--- config.mk ---
export PLATFORM = sky130hd
export DESIGN_NAME = wb_master_arbiter
export DESIGN_NICKNAME = d
export VERILOG_FILES = /design/src/rtl/wb_arb_pkg.sv /design/src/rtl/wb_rr_pick.sv /design/src/rtl/wb_master_arbiter.sv
export SDC_FILE = /design/constraint.sdc
export NUM_CORES = 1
export LEC_CHECK = 0
export CAP_MARGIN = 20
export CELL_PAD_IN_SITES_DETAIL_PLACEMENT = 0
export CELL_PAD_IN_SITES_GLOBAL_PLACEMENT = 1
export CORE_MARGIN = 5
export CORE_UTILIZATION = 13
export CTS_BUF_LIST = sky130_fd_sc_hd__clkbuf_4
export DETAILED_ROUTE_END_ITERATION = 8
export HOLD_SLACK_MARGIN = 0.15
export PLACE_DENSITY = 0.9
export SLEW_MARGIN = 20
export SYNTH_ARGS = -nofsm -noshare
export SYNTH_HDL_FRONTEND = slang
export SYNTH_SLANG_ARGS = --single-unit
--- constraint.sdc ---
create_clock -name clk -period 2.21 [get_ports clk]
set_input_delay 0.5525 -clock clk [delete_from_list [all_inputs] [get_ports clk]]
set_output_delay 0.5525 -clock clk [all_outputs]
set_load 0.01 [all_outputs]
--- src/rtl/wb_arb_pkg.sv ---
// Shared types and bus widths for the Wishbone master arbiter.
package wb_arb_pkg;

    localparam int unsigned MAX_MASTERS = 4;
    localparam int unsigned WB_ADR_W    = 32;
    localparam int unsigned WB_DAT_W    = 32;
    localparam int unsigned WB_SEL_W    = 4;

    typedef logic [1:0] grant_idx_t;

    typedef enum logic [0:0] {
        IDLE = 1'b0,
        OWN  = 1'b1
    } arb_state_t;

endpackage

--- src/rtl/wb_rr_pick.sv ---
// Combinational round-robin picker: first requester after last_grant, wrapping.
module wb_rr_pick
    import wb_arb_pkg::*;
#(
    parameter int unsigned NUM_MASTERS = 2
) (
    input  logic [NUM_MASTERS-1:0] req,
    input  grant_idx_t             last_grant,
    output logic                   valid,
    output grant_idx_t             idx
);

    logic [MAX_MASTERS-1:0] req_ext;
    int unsigned            cand;

    always_comb begin
        req_ext                    = '0;
        req_ext[NUM_MASTERS-1:0]   = req;
        valid                      = 1'b0;
        idx                        = '0;
        cand                       = 0;
        for (int unsigned i = 1; i <= NUM_MASTERS; i++) begin
            cand = 32'(last_grant) + i;
            if (cand >= NUM_MASTERS) begin
                cand = cand - NUM_MASTERS;
            end
            if (!valid && req_ext[grant_idx_t'(cand)]) begin
                valid = 1'b1;
                idx   = grant_idx_t'(cand);
            end
        end
    end

endmodule

--- src/rtl/wb_master_arbiter.sv ---
// Round-robin arbiter sharing one Wishbone slave among up to four masters.
// Define WB_ARB_TIMEOUT_EN to enable the no-ACK watchdog.
module wb_master_arbiter
    import wb_arb_pkg::*;
#(
    parameter int unsigned NUM_MASTERS    = 2,
    parameter int unsigned TIMEOUT_CYCLES = 255
) (
    input  logic                            clk,
    input  logic                            rst,
    input  logic [NUM_MASTERS-1:0]          i_m_cyc,
    input  logic [NUM_MASTERS-1:0]          i_m_stb,
    input  logic [NUM_MASTERS-1:0]          i_m_we,
    input  logic [WB_SEL_W*NUM_MASTERS-1:0] i_m_sel,
    input  logic [WB_ADR_W*NUM_MASTERS-1:0] i_m_adr,
    input  logic [WB_DAT_W*NUM_MASTERS-1:0] i_m_dat,
    output logic [NUM_MASTERS-1:0]          o_m_ack,
    output logic [NUM_MASTERS-1:0]          o_m_err,
    output logic [WB_DAT_W-1:0]             o_m_dat,
    output logic                            o_s_cyc,
    output logic                            o_s_stb,
    output logic                            o_s_we,
    output logic [WB_SEL_W-1:0]             o_s_sel,
    output logic [WB_ADR_W-1:0]             o_s_adr,
    output logic [WB_DAT_W-1:0]             o_s_dat,
    input  logic                            i_s_ack,
    input  logic [WB_DAT_W-1:0]             i_s_dat,
    output grant_idx_t                      o_grant,
    output logic                            o_busy
);

    arb_state_t state;
    grant_idx_t grant;
    grant_idx_t last_grant;
    logic       pick_valid;
    grant_idx_t pick_idx;
    logic       own;
    logic       tmo;

    wb_rr_pick #(
        .NUM_MASTERS(NUM_MASTERS)
    ) u_pick (
        .req       (i_m_cyc),
        .last_grant(last_grant),
        .valid     (pick_valid),
        .idx       (pick_idx)
    );

    assign own     = (state == OWN);
    assign o_busy  = own;
    assign o_grant = own ? grant : '0;
    assign o_m_dat = i_s_dat;

    // Slave side is a pure mux of the owner so reset drops it without an edge.
    always_comb begin
        o_s_cyc = 1'b0;
        o_s_stb = 1'b0;
        o_s_we  = 1'b0;
        o_s_sel = '0;
        o_s_adr = '0;
        o_s_dat = '0;
        o_m_ack = '0;
        if (own) begin
            for (int unsigned k = 0; k < NUM_MASTERS; k++) begin
                if (grant == grant_idx_t'(k)) begin
                    o_s_cyc    = i_m_cyc[k];
                    o_s_stb    = i_m_stb[k];
                    o_s_we     = i_m_we[k];
                    o_s_sel    = i_m_sel[k*WB_SEL_W +: WB_SEL_W];
                    o_s_adr    = i_m_adr[k*WB_ADR_W +: WB_ADR_W];
                    o_s_dat    = i_m_dat[k*WB_DAT_W +: WB_DAT_W];
                    o_m_ack[k] = i_s_ack;
                end
            end
        end
    end

`ifdef WB_ARB_TIMEOUT_EN
    localparam int unsigned CNT_W = $clog2(TIMEOUT_CYCLES + 1);

    logic [CNT_W-1:0] wd_cnt;

    assign tmo = own && !i_s_ack && (wd_cnt == CNT_W'(TIMEOUT_CYCLES));

    // Held at zero outside OWN, which also covers the clear on entry.
    always_ff @(posedge clk or negedge rst) begin
        if (!rst) begin
            wd_cnt <= '0;
        end else if (!own || i_s_ack) begin
            wd_cnt <= '0;
        end else if (o_s_stb) begin
            wd_cnt <= wd_cnt + CNT_W'(1);
        end
    end

    always_comb begin
        o_m_err = '0;
        for (int unsigned k = 0; k < NUM_MASTERS; k++) begin
            if (tmo && (grant == grant_idx_t'(k))) begin
                o_m_err[k] = 1'b1;
            end
        end
    end
`else
    assign tmo     = 1'b0;
    assign o_m_err = '0;
`endif

    always_ff @(posedge clk or negedge rst) begin
        if (!rst) begin
            state      <= IDLE;
            grant      <= '0;
            last_grant <= grant_idx_t'(NUM_MASTERS - 1);
        end else if (state == IDLE) begin
            if (pick_valid) begin
                grant <= pick_idx;
                state <= OWN;
            end
        end else begin
            if (!o_s_cyc || tmo) begin
                state      <= IDLE;
                last_grant <= grant;
            end
        end
    end

endmodule
==> results by group <==
Critical path
  • Crit Path Category: flop to primary output
  • Crit start category: flop
  • Worst reg2reg setup slack: 870 ps
  • Endpoint of the worst register-to-register path: o_busy
  • Data arrival, critical path: 1640 ps
  • Required @ worst endpoint: 1660 ps
  • Reg2reg path depth: 4
  • Critical R2R Launch: grant[0]
  • Critical Path End Type: primary output
  • Critical Path Fanout Max: 15

Detailed routing
  • DR WL/cell: 15.4 microns
  • Vias post-DR: 2217
  • Vias per inst: 3.80
  • Final wirelength: 8990 microns
  • Drc violations: 0
  • DRT Pass-1 Iters: 3
  • Antenna Nets Post-Route: 0
  • Initial drt markers: 23

STA
  • Min Tclk post-route: 2190 ps
  • Clock skew: 3.11 ps
  • Fmax: 456 MHz
  • RSZ-0062 raised after global routing: true
  • Final period util: 99.3%
  • Final hold vios: 0
  • Setup violations, final: 0
  • Fin. max-slew vios: 0

Synthesis
  • FF+latch count, synth: 5
  • Syn Inst Count: 221
  • Area contributors post-synth: mux2i_1, buf_4, nor2_1
  • Seq/Total Area, Yosys: 7.46%
  • Synth area leader: mux2i_1
  • Synth top area share: 41.9%
  • Ys Warns: 0
  • Synthesized area: 1690 sq um
  • Synth Area per Inst: 7.67 sq um
  • Netlist cell types: 24

Placed design
  • Final HPWL DP: 6810 microns
  • RePlAce Congestion: 0.785
  • Placed cells: 572
  • Port buffer count: 220

Worst hold path
  • Worst hold endpoint: last_grant[0]
  • Worst hold path type: flop to flop
  • Worst hold stages: 2
  • Min-delay src: last_grant[0]

Layout
  • Share of cells above drive strength 1: 10.7%
  • Final non-filler cell total: 583
  • N_diodes: 0
  • Fillcell total: 1409
  • Commonest cells after routing, fill and taps aside: clkdlybuf4s50_1, nor2_1, mux2i_1
  • Nets: 589
  • Layout Utilization: 30.7%
  • Area Overhead vs Synth: 131%
  • Commonest non-fill, non-tap cell in the layout: clkdlybuf4s50_1

Pwr
  • Total power: 3.64 mW
  • Leakage: 2.08 nW
  • Peak supply drop: 442 uV
  • Pwr/cell area: 931 nW/um^2

Floorplanning
  • Die span in y: 124 microns
  • IO Pins: 287
  • Placement Rows: 41
  • Die width: 124 microns
  • Core area: 12700 sq um
  • Die area: 15400 sq um
  • Starting density of the core: 13.3%

Clock tree
  • Clock Path Buffers: 2
  • H-tree level count: 1
  • # clock sinks: 5
  • Hold buffers post-CTS: 0
  • CTS tree: built
  • CTS Buf Count: 3
  • Worst-path clk slew: 50 ps
  • Worst-Skew Late Latency: 240 ps
  • Root Driver: clkbuf_4

GRT
  • Total gr overflow: 0
  • Antenna violations before repair: 0
  • GRT Resource Usage Total: 10.1%
  • Largest net degree at the start of global routing: 39
  • First-pass GRT wire length: 12300 microns
  • Number of global-route vias before repair: 2440

Run
  • Total of max-cap violations: 0

Run status
  • Status: completed
[area by class of cell]
cell class	count	area, sq um	area share (%)
Tap cell	172	215	5.51
Multi-Input combinational cell	164	1130	29.0
Timing Repair Buffer	236	2390	61.2
Sequential cell	5	130	3.33
Clock buffer	4	30.0	0.768
Inverter	2	7.51	0.192
[state kept, by name, summed over array words and instances (netlist names)]
signal	cells
o_busy	1
grant	2
last_grant	2
[cells in the mapped netlist]
master / n
a32o_1: 1
buf_4: 37
and2_1: 2
nor2_1: 72
nand2b_1: 3
mux2i_1: 71
nand3_1: 1
buf_6: 1
or2_1: 1
and3_1: 1
nor3b_2: 1
nor2b_1: 2
buf_2: 7
inv_1: 2
a2bb2oi_1: 1
o21ai_0: 2
buf_12: 6
a21oi_1: 1
a22oi_2: 1
dfstp_2: 1
conb_1: 1
o21bai_1: 1
nand2_1: 1
dfrtp_1: 4
[how the worst max path moves through the flow]
stage               start  cells past startpoint    endpoint
2_1_floorplan    grant[0]                      5  o_s_adr[0]
3_3_place_gp   i_m_cyc[1]                      4     o_s_cyc
3_5_place_dp   i_m_cyc[1]                      4     o_s_cyc
4_1_cts          grant[0]                      4  o_s_dat[9]
5_1_grt          grant[0]                      5  o_s_adr[0]
6_report         grant[0]                      5  o_s_adr[0]
[power by group]
part / internal [mW] / leakage [nW] / switching (mW)
combinational: 1.78 / 2.00 / 1.57
sequential: 0.132 / 0.0609 / 0.0441
clock: 0.0806 / 0.0184 / 0.0392
[cells by family (layout without fill, tap and decap cells)]
logic type / after synthesis / in the layout / synth area share [%]
mux: 71 / 71 / 41.9
buf+inv: 53 / 242 / 26.7
simple gates: 84 / 84 / 20.5
flops: 5 / 5 / 7.46
other cells: 1 / 2 / 0.221
compound gates: 7 / 7 / 3.18
[metrics by stage]
stage | hold WS [ps] | setup slack (ps) | instance area (sq um) | setup TNS, ps
6_report | 506 | 16.2 | 3910 | 0
5_1_grt | 547 | -42.0 | 3910 | -64.1
4_1_cts | 510 | -172 | 3830 | -3450
3_5_place_dp | 500 | -157 | 3780 | -5550
3_3_place_gp | 487 | -146 | 3780 | -4410
2_1_floorplan | 257 | 626 | 1700 | 0
[metal layers]
metal	wire [microns]	GRT usage, %	vias up	part of all wire (%)
li1	-	-	1083	-
met1	3130	10.3	996	35
met2	4790	20.2	128	53
met3	979	2.50	10	11
met4	89	2.19	0	0.99
met5	0	0	-	0
[worst max-delay path, cell delays in order (launching register included)]
cell and delay (ps):
dfrtp_4 510, buf_4 160, buf_12 150, mux2i_2 220
nor2_1 60, dlygate4sd2_1 290
[what timing repair did]
item / in CTS / in global routing
gates resized for setup: 86 / 41
cloned: 3 / 1
setup buffers: 1 / 2
setup endpoints to repair: 74 / 32
(Power assumes the default switching activity.)
